==> src/rtl/jpeg_pkg.sv <==
// Shared encodings for the JPEG MCU scheduler: sampling modes, component codes,
// FSM states and small decode helpers used by the scheduler datapath.
package jpeg_pkg;

    typedef enum logic [1:0] {
        SAMP_GRAY = 2'd0,
        SAMP_444  = 2'd1,
        SAMP_420  = 2'd2,
        SAMP_RSVD = 2'd3
    } samp_mode_e;

    typedef enum logic [1:0] {
        COMP_Y  = 2'd0,
        COMP_CB = 2'd1,
        COMP_CR = 2'd2
    } comp_e;

    typedef enum logic [1:0] {
        ST_IDLE  = 2'd0,
        ST_ISSUE = 2'd1,
        ST_WAIT  = 2'd2,
        ST_DONE  = 2'd3
    } state_e;

    localparam int BLK_W = 3;

    // The reserved mode decodes exactly like grayscale.
    function automatic samp_mode_e norm_mode(input logic [1:0] m);
        samp_mode_e r;
        r = samp_mode_e'(m);
        if (r == SAMP_RSVD) begin
            r = SAMP_GRAY;
        end
        return r;
    endfunction

    // Index of the last block inside one MCU for a sampling mode.
    function automatic logic [BLK_W-1:0] last_blk(input samp_mode_e m);
        logic [BLK_W-1:0] r;
        case (m)
            SAMP_444: r = 3'd2;
            SAMP_420: r = 3'd5;
            default:  r = 3'd0;
        endcase
        return r;
    endfunction

    // Component carried by a given block slot of the MCU.
    function automatic comp_e blk_comp(input samp_mode_e m, input logic [BLK_W-1:0] blk);
        comp_e c;
        case (m)
            SAMP_444: c = (blk == 3'd1) ? COMP_CB : ((blk == 3'd2) ? COMP_CR : COMP_Y);
            SAMP_420: c = (blk == 3'd4) ? COMP_CB : ((blk == 3'd5) ? COMP_CR : COMP_Y);
            default:  c = COMP_Y;
        endcase
        return c;
    endfunction

endpackage

==> src/rtl/jpeg_mcu_counter.sv <==
// Nested block / MCU-column / MCU-row counter walking an image in raster order.
// Flags the final block of the final MCU so the scheduler knows when to stop.
module jpeg_mcu_counter
    import jpeg_pkg::*;
#(
    parameter int DIM_W = 16
) (
    input  logic             clk,
    input  logic             rst_n,
    input  logic             clr,
    input  logic             adv,
    input  logic [2:0]       blk_last,
    input  logic [DIM_W-1:0] x_last,
    input  logic [DIM_W-1:0] y_last,
    output logic [2:0]       blk,
    output logic [DIM_W-1:0] x,
    output logic [DIM_W-1:0] y,
    output logic             last
);

    logic [2:0]       blk_q, blk_d;
    logic [DIM_W-1:0] x_q, x_d;
    logic [DIM_W-1:0] y_q, y_d;
    logic             blk_wrap, x_wrap, y_wrap;

    assign blk_wrap = (blk_q == blk_last);
    assign x_wrap   = (x_q == x_last);
    assign y_wrap   = (y_q == y_last);

    assign blk  = blk_q;
    assign x    = x_q;
    assign y    = y_q;
    assign last = blk_wrap && x_wrap && y_wrap;

    // Next position: block first, then column, then row; everything wraps to zero.
    always_comb begin
        blk_d = blk_q;
        x_d   = x_q;
        y_d   = y_q;
        if (clr) begin
            blk_d = '0;
            x_d   = '0;
            y_d   = '0;
        end else if (adv) begin
            if (!blk_wrap) begin
                blk_d = blk_q + 3'd1;
            end else begin
                blk_d = '0;
                if (!x_wrap) begin
                    x_d = x_q + DIM_W'(1);
                end else begin
                    x_d = '0;
                    y_d = y_wrap ? '0 : (y_q + DIM_W'(1));
                end
            end
        end
    end

    // Position registers.
    always_ff @(posedge clk or negedge rst_n) begin
        if (!rst_n) begin
            blk_q <= '0;
            x_q   <= '0;
            y_q   <= '0;
        end else begin
            blk_q <= blk_d;
            x_q   <= x_d;
            y_q   <= y_d;
        end
    end

endmodule

==> src/rtl/jpeg_mcu_scheduler.sv <==
// JPEG MCU scheduler: after SOS, issues one block-decode command at a time to the
// entropy decoder in raster MCU order, waiting for each block to finish.
module jpeg_mcu_scheduler
    import jpeg_pkg::*;
#(
    parameter int DIM_W = 16
) (
    input  logic             clk,
    input  logic             rst_n,
    input  logic             start_scan,
    input  logic             abort,
    input  logic [DIM_W-1:0] img_width,
    input  logic [DIM_W-1:0] img_height,
    input  logic [1:0]       samp_mode,
    input  logic [5:0]       cfg_qt,
    input  logic [2:0]       cfg_ht,
    output logic             cmd_valid,
    input  logic             cmd_ready,
    output logic [1:0]       cmd_comp,
    output logic [2:0]       cmd_blk,
    output logic [1:0]       cmd_qt,
    output logic             cmd_ht,
    output logic             cmd_dc_clr,
    input  logic             blk_done,
    output logic [DIM_W-1:0] mcu_x,
    output logic [DIM_W-1:0] mcu_y,
    output logic             busy,
    output logic             scan_done
);

    state_e           state_q, state_d;
    samp_mode_e       mode_q, mode_d;
    logic [5:0]       qt_q, qt_d;
    logic [2:0]       ht_q, ht_d;
    logic             empty_q, empty_d;
    logic [DIM_W-1:0] x_last_q, x_last_d;
    logic [DIM_W-1:0] y_last_q, y_last_d;

    samp_mode_e       start_mode;
    logic [DIM_W-1:0] w_m1, h_m1;
    logic             scan_start;
    logic             cnt_adv;
    logic             cnt_last;
    logic [2:0]       blk;
    comp_e            comp;

    // A start is only honoured from IDLE, and abort beats it.
    assign scan_start = (state_q == ST_IDLE) && start_scan && !abort;
    assign cnt_adv    = (state_q == ST_WAIT) && blk_done && !abort;
    assign start_mode = norm_mode(samp_mode);
    // Last MCU index is floor((dim-1)/size), i.e. ceil(dim/size)-1.
    assign w_m1       = img_width - DIM_W'(1);
    assign h_m1       = img_height - DIM_W'(1);

    jpeg_mcu_counter #(
        .DIM_W (DIM_W)
    ) u_cnt (
        .clk      (clk),
        .rst_n    (rst_n),
        .clr      (scan_start || abort),
        .adv      (cnt_adv),
        .blk_last (last_blk(mode_q)),
        .x_last   (x_last_q),
        .y_last   (y_last_q),
        .blk      (blk),
        .x        (mcu_x),
        .y        (mcu_y),
        .last     (cnt_last)
    );

    // Snapshot of the scan configuration taken when a scan is accepted.
    always_comb begin
        mode_d   = mode_q;
        qt_d     = qt_q;
        ht_d     = ht_q;
        empty_d  = empty_q;
        x_last_d = x_last_q;
        y_last_d = y_last_q;
        if (scan_start) begin
            mode_d   = start_mode;
            qt_d     = cfg_qt;
            ht_d     = cfg_ht;
            empty_d  = (img_width == '0) || (img_height == '0);
            x_last_d = (start_mode == SAMP_420) ? (w_m1 >> 4) : (w_m1 >> 3);
            y_last_d = (start_mode == SAMP_420) ? (h_m1 >> 4) : (h_m1 >> 3);
        end
    end

    // Configuration snapshot registers.
    always_ff @(posedge clk or negedge rst_n) begin
        if (!rst_n) begin
            mode_q   <= SAMP_GRAY;
            qt_q     <= '0;
            ht_q     <= '0;
            empty_q  <= 1'b0;
            x_last_q <= '0;
            y_last_q <= '0;
        end else begin
            mode_q   <= mode_d;
            qt_q     <= qt_d;
            ht_q     <= ht_d;
            empty_q  <= empty_d;
            x_last_q <= x_last_d;
            y_last_q <= y_last_d;
        end
    end

    // FSM state register.
    always_ff @(posedge clk or negedge rst_n) begin
        if (!rst_n) begin
            state_q <= ST_IDLE;
        end else begin
            state_q <= state_d;
        end
    end

    // FSM next state; an empty image passes through ISSUE silently so that
    // scan_done lands two cycles after start_scan.
    always_comb begin
        state_d = state_q;
        if (abort) begin
            state_d = ST_IDLE;
        end else begin
            case (state_q)
                ST_IDLE:  if (start_scan) state_d = ST_ISSUE;
                ST_ISSUE: begin
                    if (empty_q) begin
                        state_d = ST_DONE;
                    end else if (cmd_ready) begin
                        state_d = ST_WAIT;
                    end
                end
                ST_WAIT:  if (blk_done) state_d = cnt_last ? ST_DONE : ST_ISSUE;
                default:  state_d = ST_IDLE;
            endcase
        end
    end

    // FSM outputs and command fields derived from the current position.
    always_comb begin
        comp       = blk_comp(mode_q, blk);
        cmd_valid  = (state_q == ST_ISSUE) && !empty_q;
        busy       = (state_q != ST_IDLE);
        scan_done  = (state_q == ST_DONE);
        cmd_comp   = comp;
        cmd_blk    = blk;
        cmd_dc_clr = cmd_valid && (blk == 3'd0) && (mcu_x == '0) && (mcu_y == '0);
        case (comp)
            COMP_CB: begin
                cmd_qt = qt_q[3:2];
                cmd_ht = ht_q[1];
            end
            COMP_CR: begin
                cmd_qt = qt_q[5:4];
                cmd_ht = ht_q[2];
            end
            default: begin
                cmd_qt = qt_q[1:0];
                cmd_ht = ht_q[0];
            end
        endcase
    end

endmodule

==> config.mk <==
export PLATFORM = sky130hd
export DESIGN_NAME = jpeg_mcu_scheduler
export DESIGN_NICKNAME = d
export VERILOG_FILES = /design/src/rtl/jpeg_pkg.sv /design/src/rtl/jpeg_mcu_counter.sv /design/src/rtl/jpeg_mcu_scheduler.sv
export SDC_FILE = /design/constraint.sdc
export NUM_CORES = 1
export LEC_CHECK = 0
export BUFFER_PORTS_ARGS = -buffer_cell sky130_fd_sc_hd__buf_2
export CORE_UTILIZATION = 45
export DETAILED_ROUTE_END_ITERATION = 10
export GPL_ROUTABILITY_DRIVEN = 0
export PLACE_DENSITY = 0.67
export SLEW_MARGIN = 20
export SYNTH_ARGS = -nofsm -noshare
export SYNTH_HDL_FRONTEND = slang
export SYNTH_HIERARCHICAL = 1
export SYNTH_SLANG_ARGS = --single-unit
==> constraint.sdc <==
create_clock -name clk -period 2.2 [get_ports clk]
set_input_delay 0.11 -clock clk [delete_from_list [all_inputs] [get_ports clk]]
set_output_delay 0.11 -clock clk [all_outputs]
set_load 0.01 [all_outputs]
Yosys cells after proc, flatten, opt, wreduce, memory -nomap -nowiden:

Index checks and enable logic that the tools add are counted.

* output and inout port bits: 44
* word-level logic and storage cells: 91
* register bits after elaboration: 81
* bits of input ports: 49

* reduce and logical (&&, ||, !) cells: 27
* add/sub/neg operators: 5
* multiplexer cells: 30
* equal/unequal tests: 19

Operator list (number)
* $mux 16: 9
* $logic_not 16->1: 4
* $add 16x1->16 const B: 2
* $eq 16x16->1: 2
* $sub 16x1->16 const B: 2
* $mux 13: 2
* $mux 2: 11
* $eq 2x2->1 const B: 6
* $logic_and 1x1->1: 10
* $mux 3: 3
* $pmux 2 s2: 2
* $reduce_bool 2->1: 4
* $eq 2x1->1 const B: 3
* $eq 3x3->1 const B: 2
* $ne 3x3->1 const B: 2
* $pmux 2 s3: 1
* $pmux 3 s2: 1
* $reduce_and 3->1: 2
* $ne 4x4->1 const B: 1
* $add 3x1->3 const B: 1
* $eq 3x1->1 const B: 1
* $eq 3x2->1 const B: 1
* $eq 3x3->1: 1
* $logic_not 3->1: 1
* 5 further kinds: 7

Logic depth before layout (Yosys ltp):

Gate-level depths: netlist of run 1.

* depth in word-level cells: 9
* depth in mapped cells: 9
* gate-level depth less buffers: 9

Cells and area by module:

Netlist of run 1, hierarchy kept.

By module, submodules not included
* jpeg_mcu_scheduler: instances 1, sequential area each 1001.0 um2, area an instance 2588.7 um2, cells an instance 331
* jpeg_mcu_counter: instances 1, sequential area each 875.8 um2, area an instance 2422.3 um2, cells an instance 266

Least setup slack after synthesis of run 1:

No wires, ideal clock.

* path type: register to output
* start point: reg mode_q[1]
* end point: out cmd_ht
* stages on the path, launching flop included: 8
* required time: 2090 ps
* buffers on the path: 0
* slack: 123 ps
* data arrival time: 1967 ps
* cells stage by stage: dfrtp_1 > inv_1 > ha_1 > nor2b_1 > nand2_1 > a211oi_1 > ha_1 > o21ai_0

* word-level cells in the longest chain between the ends: 4
* elaborated cells on any way between the ends: 6
* those cells by class: 4 x eq/ne; 2 x mux

RTL lines
* start: declaration: line jpeg_mcu_scheduler.sv:32 `samp_mode_e mode_q, mode_d;`
* start signal: assignment: line jpeg_mcu_scheduler.sv:99 `mode_q <= mode_d;`
* $eq 2x2->1 or $eq 2x1->1 (tied branches): line jpeg_pkg.sv:51 `case (m)`
* $pmux 2 s2 *: line jpeg_pkg.sv:51
* named net cmd_comp[0]: line jpeg_mcu_scheduler.sv:19 `output logic [1:0] cmd_comp,`
* $eq 2x2->1 or $eq 2x1->1 (tied branches): line jpeg_mcu_scheduler.sv:148 `case (comp)`
* $pmux 1 s2 *: line jpeg_mcu_scheduler.sv:148
* end: declaration: line jpeg_mcu_scheduler.sv:22 `output logic cmd_ht,`

The timed path passes the listed nets; every way through them passes the cells marked *.

Worst setup path after layout of run 1:

* start point: reg mode_q[1]
* end point: out cmd_ht

* word-level cells in the longest chain between the ends: 4
* elaborated cells on any way between the ends: 6
* those cells by class: 4 x eq/ne; 2 x mux

RTL lines (line)
* $eq 2x2->1 or $eq 2x1->1 (tied branches): jpeg_pkg.sv:51
* $pmux 2 s2 *: jpeg_pkg.sv:51
* $eq 2x2->1 or $eq 2x1->1 (tied branches): jpeg_mcu_scheduler.sv:148
* $pmux 1 s2 *: jpeg_mcu_scheduler.sv:148

Every way passes the cells marked *; elsewhere a longest branch is shown, timed or not.

==> results of run 1 <==
-- registers in the layout, summed over array words and instances (netlist names) --
| signal | flops |
|---|---|
| u_cnt/x | 16 |
| u_cnt/y | 16 |
| x_last_q | 13 |
| y_last_q | 13 |
| qt_q | 6 |
| ht_q | 3 |
| u_cnt/blk | 3 |
| mode_q | 2 |
| state_q | 2 |
| empty_q | 1 |
-- critical path: cells and delay by family (launching register included) --
family	cells	cell delay (ns)
adder cells (fa/ha/maj)	2	0.36
flip-flops	1	0.38
AND/OR/NAND/NOR	2	0.23
AO/OA/AOI/OAI	3	0.56
buffers and inverters	3	0.28
-- cells in the mapped netlist (3+ instances only) --
library cell  instances  area, um2
a31oi_1              24        150
dfrtp_1              75       1880
nand3_1              27        135
buf_1                 4       15.0
xnor2_1              16        140
a22o_1                5       43.8
a21o_1                6       45.0
and3_1                3       18.8
o22ai_1              10       62.6
o21ai_1               3       15.0
o21ai_0              23        115
nor3_1               17       85.1
clkbuf_1             14       52.6
nor2_1               54        203
nor4_2                5       62.6
a21oi_1              24        120
nand3b_1              8       60.1
a22oi_1               3       22.5
nand2b_1              9       56.3
nor2b_1               4       25.0
a211oi_1             15        113
nor4_1               15       93.8
or4_1                 5       37.5
mux2i_1              11        110
and2_1                6       37.5
ha_1                  8        100
inv_1                18       67.6
nand2_1              86        323
nand4_1              16        100
xor2_1               39        342
buf_2                 8       40.0
-- repair_timing --
item | CTS | global route
resized for setup | 13 | 14
setup buffers | 3 | 5
hold buffers | 11 | 0
endpoints found under the hold margin | 86 | 0
setup endpoints to repair | 3 | 16
pin swaps | 3 | 5
-- cell families after synthesis --
group	count (synthesis)	share of synthesized area
AO/OA/AOI/OAI	127	0.163
buffers and inverters	47	0.0397
other	1	0.000748
XOR/XNOR	55	0.0961
AND/OR/NAND/NOR	271	0.279
flip-flops	75	0.375
adder cells (fa/ha/maj)	8	0.0200
multiplexers	13	0.0265
-- layout make-up --
class | count | area (um2) | area share
clock buffers | 10 | 138 | 0.0218
clock inverters | 6 | 41.3 | 0.00655
inverters | 18 | 67.6 | 0.0107
multi-input cells | 480 | 3060 | 0.485
flip-flops and latches | 75 | 1880 | 0.298
well taps | 140 | 175 | 0.0278
repair buffers | 149 | 945 | 0.150
-- per-stage QoR --
step	setup slack, ns	cells	instance area (um2)	power (mW)
2_1_floorplan	0.123	602	5030	2.14
3_3_place_gp	0.211	843	5860	2.42
3_5_place_dp	0.0686	843	5860	2.45
4_1_cts	-0.104	873	6210	3.48
5_1_grt	-0.234	878	6300	3.68
6_report	-0.0786	878	6300	3.50
-- power groups by stage --
stage                     registers, mW  logic, mW  clock network (mW)
after floorplan                    1.65      0.490                   0
after global placement             1.69      0.731                   0
after detailed placement           1.69      0.756                   0
after CTS                          1.67      0.789                1.02
after global routing               1.69      0.921                1.07
final                              1.67      0.832               0.997
-- cells in the final DEF (no fill, tap or decap), drive strengths merged, types with 8 or more instances in the layout --
| cell | instances |
|---|---|
| buf | 138 |
| nand2 | 86 |
| dfrtp | 75 |
| nor2 | 55 |
| xor2 | 39 |
| nand3 | 28 |
| o21ai | 26 |
| a31oi | 24 |
| a21oi | 24 |
| nor4 | 21 |
| inv | 18 |
| nor3 | 17 |
| nand4 | 17 |
| xnor2 | 16 |
| a211oi | 15 |
| mux2i | 11 |
| dlygate4sd3 | 11 |
| o22ai | 10 |
| clkbuf | 10 |
| nand2b | 9 |
| nand3b | 9 |
| ha | 8 |
-- how the worst max path moves through the flow --
| stage | start | to | slack, ns | cells after the start |
|---|---|---|---|---|
| 3_5_place_dp | mode_q[1]$_DFFE_PN0P_ | cmd_ht | 0.07 | 10 |
| 2_1_floorplan | mode_q[1]$_DFFE_PN0P_ | cmd_ht | 0.12 | 7 |
| 5_1_grt | mode_q[1]$_DFFE_PN0P_ | cmd_ht | -0.23 | 10 |
| 4_1_cts | mode_q[1]$_DFFE_PN0P_ | cmd_ht | -0.10 | 10 |
| 3_3_place_gp | mode_q[1]$_DFFE_PN0P_ | cmd_qt[0] | 0.21 | 8 |
| 6_report | mode_q[1]$_DFFE_PN0P_ | cmd_ht | -0.08 | 10 |
-- routing by layer --
metal / part of all wire / vias up / GRT usage
met5: 0 / - / 0
met2: 0.45 / 204 / 0.384
met4: 0.017 / 0 / 0.0802
met3: 0.075 / 19 / 0.0521
met1: 0.45 / 2374 / 0.356
li1: - / 2419 / -
==> flow_summary_export.csv, run 1 <==
group,metric,value,unit
floorplanning,dieWidth,108,um
final_layout,area_delta_synth_final,25.8,%
timing,finalHoldViolCount,0,
critical_path,cp.arrival,2.17,ns
run_status,violations,"design-rule violations, negative setup slack",
worst_hold_path,hold_path.class,"input pin to flop",
worst_hold_path,holdPathStages,3,
global_route,grtUsageTotal,0.252,
synth,synth_seq_cells,75,
timing,final.setup.worst_slack,-0.0786,ns
drt,first_iter_violations,354,
drt,via_per_inst,5.71,
critical_path,rr_endpoint,"u_cnt/x[7]$_DFFE_PN0P_",
final_layout,fill_cells,989,
timing,fin_crit_sh,1.04,
global_route,grt_pass1_wl,22600,um
floorplanning,core_area,10800,um2
cts,clk_path_buf_depth,2,
synth,synth_cell_types,59,
cts,cts-buffers-inserted,9,
drt,ant_nets,0,
final_layout,drive_gt1_frac,0.257,
timing,setup_tns,-0.192,ns
floorplanning,die_y,108,um
critical_path,cp-end-kind,"primary output",
critical_path,worstPathMaxFanout,3,
critical_path,cp-start-kind,"flop",
pwr,ir_worst_vdd,0.292,mV
synth,synth_area_per_cell,8.39,um2
cts,cts_tree,"yes",
global_route,antenna_found_initial,0,
critical_path,critPathKind,"flop to primary output",
pwr,leakage,2.89,nW
floorplanning,initial_core_util,0.462,
timing,drv_slew,0,
worst_hold_path,hp-start,"img_width[6]",
final_layout,diodes,0,
global_route,grt_overflow,0,
drt,drc,2,
timing,max_freq,439,MHz
cts,cts_root_buffer,"clkbuf_8",
timing,rsz0062_at_grt,"true",
cts,clock_latency,0.37,ns
synth,synth_ff_type,"dfrtp_1",
synth,ys_seq_area_frac,0.375,
worst_hold_path,holdPathEnd,"x_last_q[3]$_DFFE_PN0P_",
cts,numClockSinks,75,
timing,max_slew.worst_pin.slew,0.655,ns
cts,clkTransAtPathRegs,0.08,ns
timing,hold-worst-slack,0.0326,ns
final_layout,final_nets,790,
synth,synthCells,597,
drt,wirelength,14200,um
synth,synth-edff-count,0,
critical_path,ff2ff_path_depth,9,
pwr,switching_share,0.336,
floorplanning,num_rows,38,
drt,dr.pass1.iters,8,
pwr,p_sw,1.18,mW
pwr,powerDensity,555,nW/um2
floorplanning,die_area,11600,um2
floorplanning,ios,93,
critical_path,critPathSlowestCell,"dfrtp_1",
cts,h-tree-depth,3,
placement,post-dp-hpwl,10200,um
pwr,p_clk_frac,0.285,
synth,async_flop_share,1.00,
critical_path,slowest_delay,0.38,ns
placement,portBuffers,92,
pwr,seqPwrFrac,0.477,
timing,min_period,2.28,ns
global_route,grt_max_degree,48,
run_status,status,"finished, violations left",
critical_path,crit_path_cell_trace,"inv_1 -> ha_2 -> nor2b_4 -> nand2_2 -> a211oi_4 -> inv_2 -> ha_4 -> a22oi_2 -> o21ai_1 -> buf_2",
final_layout,post-route-util,0.581,
critical_path,r2r_setup_slack,0.05,ns
timing,setup_viol,3,
timing,fin_skew,0.0101,ns
pwr,p_int,2.32,mW
timing,relSlewSlack,0.563,
critical_path,worst_ep_required_time,2.09,ns
job,drv_cap,0,
drt,wl_per_cell,16.2,um
global_route,grt_pass1_vias,4503,
synth,synth_area,5010,um2
critical_path,r2r-start,"mode_q[0]$_DFFE_PN0P_",
synth,yosys_warnings,6,
drt,num_vias,5016,
pwr,pwr-share-comb,0.238,
(Power assumes the default switching activity.)
==> inputs of run 2 (changes only) <==
- CORE_ASPECT_RATIO: default -> 1.25
- MAX_ROUTING_LAYER: default -> met4
==> run 2 against run 1 <==
Against the previous run:
- the flow now finishes without violations
- worst hold slack better by 0.0097 ns
- worst setup slack improved by 0.096 ns
- register-to-register slack gained 0.12 ns
- core utilization rose by 1.3 points
- final cell count down 1.6%
- clock skew shrank 0.0019 ns
- via count shrank 0.26%
- die area about the same
- sequential power hardly changed
- total power rose by 18%
- fmax is 4.4% higher
- sequential share of layout area fell by 0.36 points
==> flow_summary_export.csv, run 2 (synthesis gave the netlist of run 1 again) <==
group,metric,value,unit
run_status,status,"complete, no violations",
cts,clkTransAtPathRegs,0.06,ns
global_route,grt_max_degree,76,
timing,final.setup.worst_slack,0.0174,ns
global_route,grt_pass1_vias,4724,
cts,cts_root_buffer,"clkbuf_16",
placement,post-dp-hpwl,10300,um
global_route,grtUsageTotal,0.261,
cts,h-tree-depth,3,
floorplanning,die_y,120,um
drt,via_per_inst,5.79,
timing,min_period,2.18,ns
floorplanning,ios,93,
critical_path,worstPathMaxFanout,3,
drt,wl_per_cell,16.2,um
drt,dr.pass1.iters,6,
pwr,ir_worst_vdd,0.389,mV
floorplanning,num_rows,42,
global_route,grt_overflow,0,
timing,setup_viol,0,
cts,numClockSinks,75,
final_layout,diodes,0,
global_route,grt_pass1_wl,22700,um
global_route,antenna_found_initial,0,
floorplanning,initial_core_util,0.467,
worst_hold_path,hold_path.class,"input pin to flop",
placement,portBuffers,92,
timing,max_freq,458,MHz
timing,rsz0062_at_grt,"true",
placement,dpl_cell_area,5840,um2
placement,preCtsSetupSlack,0.0724,ns
timing,fin_crit_sh,0.992,
pwr,power,4.14,mW
drt,num_vias,5003,
cts,clock_latency,0.34,ns
critical_path,cp-end-kind,"primary output",
floorplanning,core_area,10700,um2
timing,finalHoldViolCount,0,
floorplanning,die_area,11600,um2
critical_path,worst_ep_required_time,2.09,ns
final_layout,fin_cells,864,
timing,setup_tns,0,ns
critical_path,cp.arrival,2.07,ns
final_layout,final_cell_mix,"buf_2, nand2_1, dfrtp_1",
pwr,powerDensity,649,nW/um2
critical_path,critPathKind,"flop to primary output",
timing,drv_slew,0,
final_layout,final_common_cell,"buf_2",
timing,max_slew.worst_pin.slew,0.702,ns
floorplanning,dieWidth,96.4,um
timing,fin_skew,0.00823,ns
drt,ant_nets,0,
drt,drc,0,
placement,dp_cells,834,
drt,first_iter_violations,324,
cts,cts-buffers-inserted,9,
timing,relSlewSlack,0.532,
cts,clk_path_buf_depth,2,
job,drv_cap,0,
cts,cts_tree,"yes",
final_layout,final_nets,784,
final_layout,drive_gt1_frac,0.246,
pwr,leakage,2.95,nW
final_layout,area_delta_synth_final,27.1,%
final_layout,fin_area,6370,um2
critical_path,cp-start-kind,"flop",
drt,wirelength,14000,um
==> run 2: cell types whose count changed in the layout (fill, tap and decap cells not counted), moves of 3 or more <==
cell       previous run  this run
buf_4                43        39
bufinv_16             0         3
clkbuf_16             0         9
clkbuf_8             10         0
==> run 2: report_power, final <==
group / total (mW) / switching [mW] / internal [mW] / leakage (nW)
logic: 0.804 / 0.471 / 0.333 / 1.81
clock network: 1.68 / 0.572 / 1.10 / 0.165
registers: 1.66 / 0.124 / 1.53 / 0.967
==> run 2: layer usage <==
layer	GRT usage	part of all wire	vias to the layer above
met3	0.0355	0.047	28
met5	-	0	-
met4	0.0855	0.019	0
met1	0.344	0.45	2369
li1	-	-	2417
met2	0.412	0.48	189
==> run 2: cell type report <==
| cell class | count | area (um2) |
|---|---|---|
| clock inverter | 7 | 116 |
| tap | 132 | 165 |
| sequential | 75 | 1880 |
| fill | 993 | 4350 |
| multi-input combinational | 480 | 3030 |
| timing repair buffer | 143 | 893 |
| inverter | 18 | 67.6 |
| clock buffer | 9 | 225 |
==> run 2: repair_timing <==
item,CTS,global route
setup endpoints to repair,3,11
gates resized for setup,10,8
setup buffers,2,2
hold buffers,10,0
pin swaps,3,2
hold endpoints to repair,84,0
==> run 2: worst paths after layout <==
check	startpoint	endpoint	slack [ns]	cells after the start
setup / recovery	mode_q[1]$_DFFE_PN0P_	cmd_qt[0]	0.02	10
hold / removal	abort	state_q[0]$_DFFE_PN0P_	0.04	2
setup reg to reg	mode_q[1]$_DFFE_PN0P_	u_cnt/x[11]$_DFFE_PN0P_	0.17	8
hold reg to reg	qt_q[5]$_DFFE_PN0P_	qt_q[5]$_DFFE_PN0P_	0.48	2
max in group asynchronous	rst_n	u_cnt/y[13]$_DFFE_PN0P_	1.52	3
min in group asynchronous	rst_n	u_cnt/y[11]$_DFFE_PN0P_	0.32	3
==> run 2: metrics by stage <==
step / hold WS [ns] / util
2_1_floorplan: -0.186 / -
3_3_place_gp: 0.176 / 0.545
3_5_place_dp: 0.174 / 0.545
4_1_cts: 0.0258 / 0.590
5_1_grt: 0.0414 / 0.594
6_report: 0.0423 / 0.594
==> run 2: worst max-delay path: stages, from the launching register on <==
cell,delay [ns]
dfrtp_1,0.38
inv_1,0.06
ha_2,0.18
nor2b_4,0.15
nand2_2,0.07
a211oi_4,0.25
buf_4,0.16
ha_4,0.15
a22oi_2,0.08
o21ai_1,0.12
buf_2,0.14
==> inputs of run 3 (changes only) <==
--- a/config.mk
+++ b/config.mk
@@ -17,3 +17,2 @@
 export SYNTH_HDL_FRONTEND = slang
-export SYNTH_HIERARCHICAL = 1
 export SYNTH_SLANG_ARGS = --single-unit
--- a/constraint.sdc
+++ b/constraint.sdc
@@ -3,2 +3,2 @@
 set_output_delay 0.11 -clock clk [all_outputs]
-set_load 0.01 [all_outputs]
+set_load 0.05 [all_outputs]
==> run 3 against run 2 <==
Against the previous run:
- the flow now finishes with violations (negative setup slack)
- via count decreased by 7.2%
- global-route usage decreased by 1.8 points
- sequential share of layout area increased by 0.064 points
- clock power decreased by 17%
- critical endpoint is now cmd_ht
- wire length decreased by 7.8%
- total power increased by 7.3%
- worst setup slack got worse by 0.057 ns
==> flow_summary_export.csv, run 3 <==
group,metric,value,unit
critical_path,r2r-start,"mode_q[0]$_DFFE_PN0P_",
critical_path,critPathKind,"flop to primary output",
final_layout,final_cell_mix,"buf_2, nand2_1, dfrtp_1",
synth,synth_ff_type,"dfrtp_1",
critical_path,worstSetupStartpoint,"u_cnt.blk[1]$_DFFE_PN0P_",
placement,dpl_cell_area,5720,um2
drt,wirelength,12900,um
timing,min_period,2.24,ns
synth,yosys_warnings,0,
timing,max_freq,447,MHz
timing,setup_viol,3,
final_layout,final_nets,766,
cts,numClockSinks,75,
placement,portBuffers,92,
synth,ys_seq_area_frac,0.392,
cts,cts_root_buffer,"clkbuf_16",
global_route,grt_max_degree,76,
timing,finalHoldViolCount,0,
worst_hold_path,hp-start,"abort",
floorplanning,num_rows,41,
global_route,grtUsageTotal,0.243,
cts,cts_tree,"yes",
synth,syn_nets,635,
drt,dr.pass1.iters,4,
timing,rsz0062_at_grt,"true",
synth,synth_cell_types,62,
pwr,ir_worst_vdd,0.343,mV
timing,fin_skew,0.00682,ns
global_route,grt_overflow,0,
floorplanning,die_y,117,um
synth,synth-edff-count,0,
critical_path,worstPathMaxFanout,6,
cts,clock_latency,0.33,ns
job,drv_cap,0,
drt,via_per_inst,5.54,
synth,synthCells,573,
floorplanning,die_area,11100,um2
placement,preCtsSetupSlack,-0.0693,ns
drt,drc,0,
pwr,powerDensity,690,nW/um2
run_status,violations,"negative setup slack",
floorplanning,ios,93,
synth,synth_area_per_cell,8.35,um2
synth,synth_area_leaders,"dfrtp_1, xnor2_1, nand2_1",
placement,post-dp-hpwl,9390,um
cts,clk_path_buf_depth,2,
drt,ant_nets,0,
run_status,status,"finished, violations left",
timing,drv_slew,0,
timing,final.setup.worst_slack,-0.0393,ns
final_layout,drive_gt1_frac,0.337,
synth,async_flop_share,1.00,
drt,first_iter_violations,166,
critical_path,worst_ep_required_time,2.09,ns
synth,synth_seq_cells,75,
final_layout,final_common_cell,"buf_2",
critical_path,cp-end-kind,"primary output",
synth,synth_top_area_share,0.392,
cts,clkTransAtPathRegs,0.06,ns
final_layout,post-route-util,0.630,
cts,cts-buffers-inserted,9,
global_route,grt_pass1_wl,20600,um
global_route,grt_pass1_vias,4317,
synth,synth_area,4790,um2
final_layout,diodes,0,
floorplanning,dieWidth,94.3,um
critical_path,cp.arrival,2.13,ns
synth,yosysMostFrequentCell,"nand2_1",
pwr,leakage,2.75,nW
timing,max_slew.worst_pin.slew,0.596,ns
worst_hold_path,hold_path.class,"input pin to flop",
final_layout,fin_area,6430,um2
synth,synth_common_cells,"nand2_1, dfrtp_1, nor2_1, o21ai_0, xnor2_1",
timing,fin_crit_sh,1.02,
floorplanning,initial_core_util,0.469,
global_route,antenna_found_initial,0,
drt,num_vias,4643,
final_layout,area_delta_synth_final,34.4,%
synth,synth_top_cell_by_area,"dfrtp_1",
critical_path,cp-start-kind,"flop",
final_layout,fill_cells,868,
drt,wl_per_cell,15.4,um
timing,relSlewSlack,0.602,
cts,h-tree-depth,3,
floorplanning,core_area,10200,um2
-- run 3: path summary, 6_finish.rpt --
check,cells past startpoint,endpoint,slack (ns)
setup / recovery,9,cmd_ht,-0.04
hold / removal,2,state_q[0]$_DFFE_PN0P_,0.01
setup reg to reg,9,u_cnt.x[12]$_DFFE_PN0P_,0.01
hold reg to reg,2,ht_q[1]$_DFFE_PN0P_,0.50
max in group asynchronous,3,mode_q[1]$_DFFE_PN0P_,1.52
min in group asynchronous,3,u_cnt.x[11]$_DFFE_PN0P_,0.34
-- run 3: metrics by stage --
| stage | power (mW) | setup TNS, ns | hold slack, ns | std cells |
|---|---|---|---|---|
| detailed placement | 2.93 | -0.594 | 0.174 | 801 |
| global placement | 2.91 | 0 | 0.177 | 801 |
| global route | 4.67 | -0.746 | 0.0249 | 838 |
| finish | 4.44 | -0.110 | 0.0117 | 838 |
| floorplan | 2.53 | -0.0402 | -0.186 | 573 |
| CTS | 4.37 | -0.0435 | 0.00506 | 835 |
-- run 3: cell type report --
| cell class | instances | area (um2) | share of cell area |
|---|---|---|---|
| multi-input combinational | 446 | 3020 | 0.469 |
| sequential | 75 | 1900 | 0.295 |
| timing repair buffer | 149 | 972 | 0.151 |
| clock buffer | 11 | 253 | 0.0393 |
| tap | 129 | 161 | 0.0251 |
| inverter | 23 | 92.6 | 0.0144 |
| clock inverter | 5 | 37.5 | 0.00583 |
-- run 3: kinds of logic (layout without fill, tap and decap cells) --
family | Yosys count | in the layout | share of synthesized area
compound gates | 131 | 131 | 0.170
xor+xnor | 52 | 52 | 0.0951
fa+ha+maj | 13 | 13 | 0.0340
buf+inv | 52 | 188 | 0.0431
flops | 75 | 75 | 0.392
mux | 1 | 1 | 0.00209
simple gates | 249 | 249 | 0.263
-- run 3: layer usage --
layer | track usage | routed length (um) | vias up
met5 | - | 0 | -
met4 | 0.113 | 383 | 0
met3 | 0.0201 | 596 | 26
met2 | 0.376 | 6210 | 125
met1 | 0.320 | 5740 | 2197
li1 | - | - | 2295
-- run 3: critical path: stages (launching register included) --
cell and delay [ns]:
dfrtp_2 0.41, inv_4 0.06, ha_4 0.16, nor2_1 0.13
nand3_1 0.10, a21o_1 0.24, ha_4 0.37, nand2_2 0.09
o21ai_4 0.07, buf_8 0.16
-- run 3: where the power goes --
part	switching [mW]	internal (mW)
combinational	0.740	0.558
sequential	0.170	1.58
clock	0.562	0.826
-- run 3: timing repair --
action,4_1_cts,5_1_grt
setup buffers,8,3
setup endpoints to repair,17,27
hold buffers,10,0
pin swaps,8,21
hold endpoints to repair,84,0
gates resized for setup,18,41
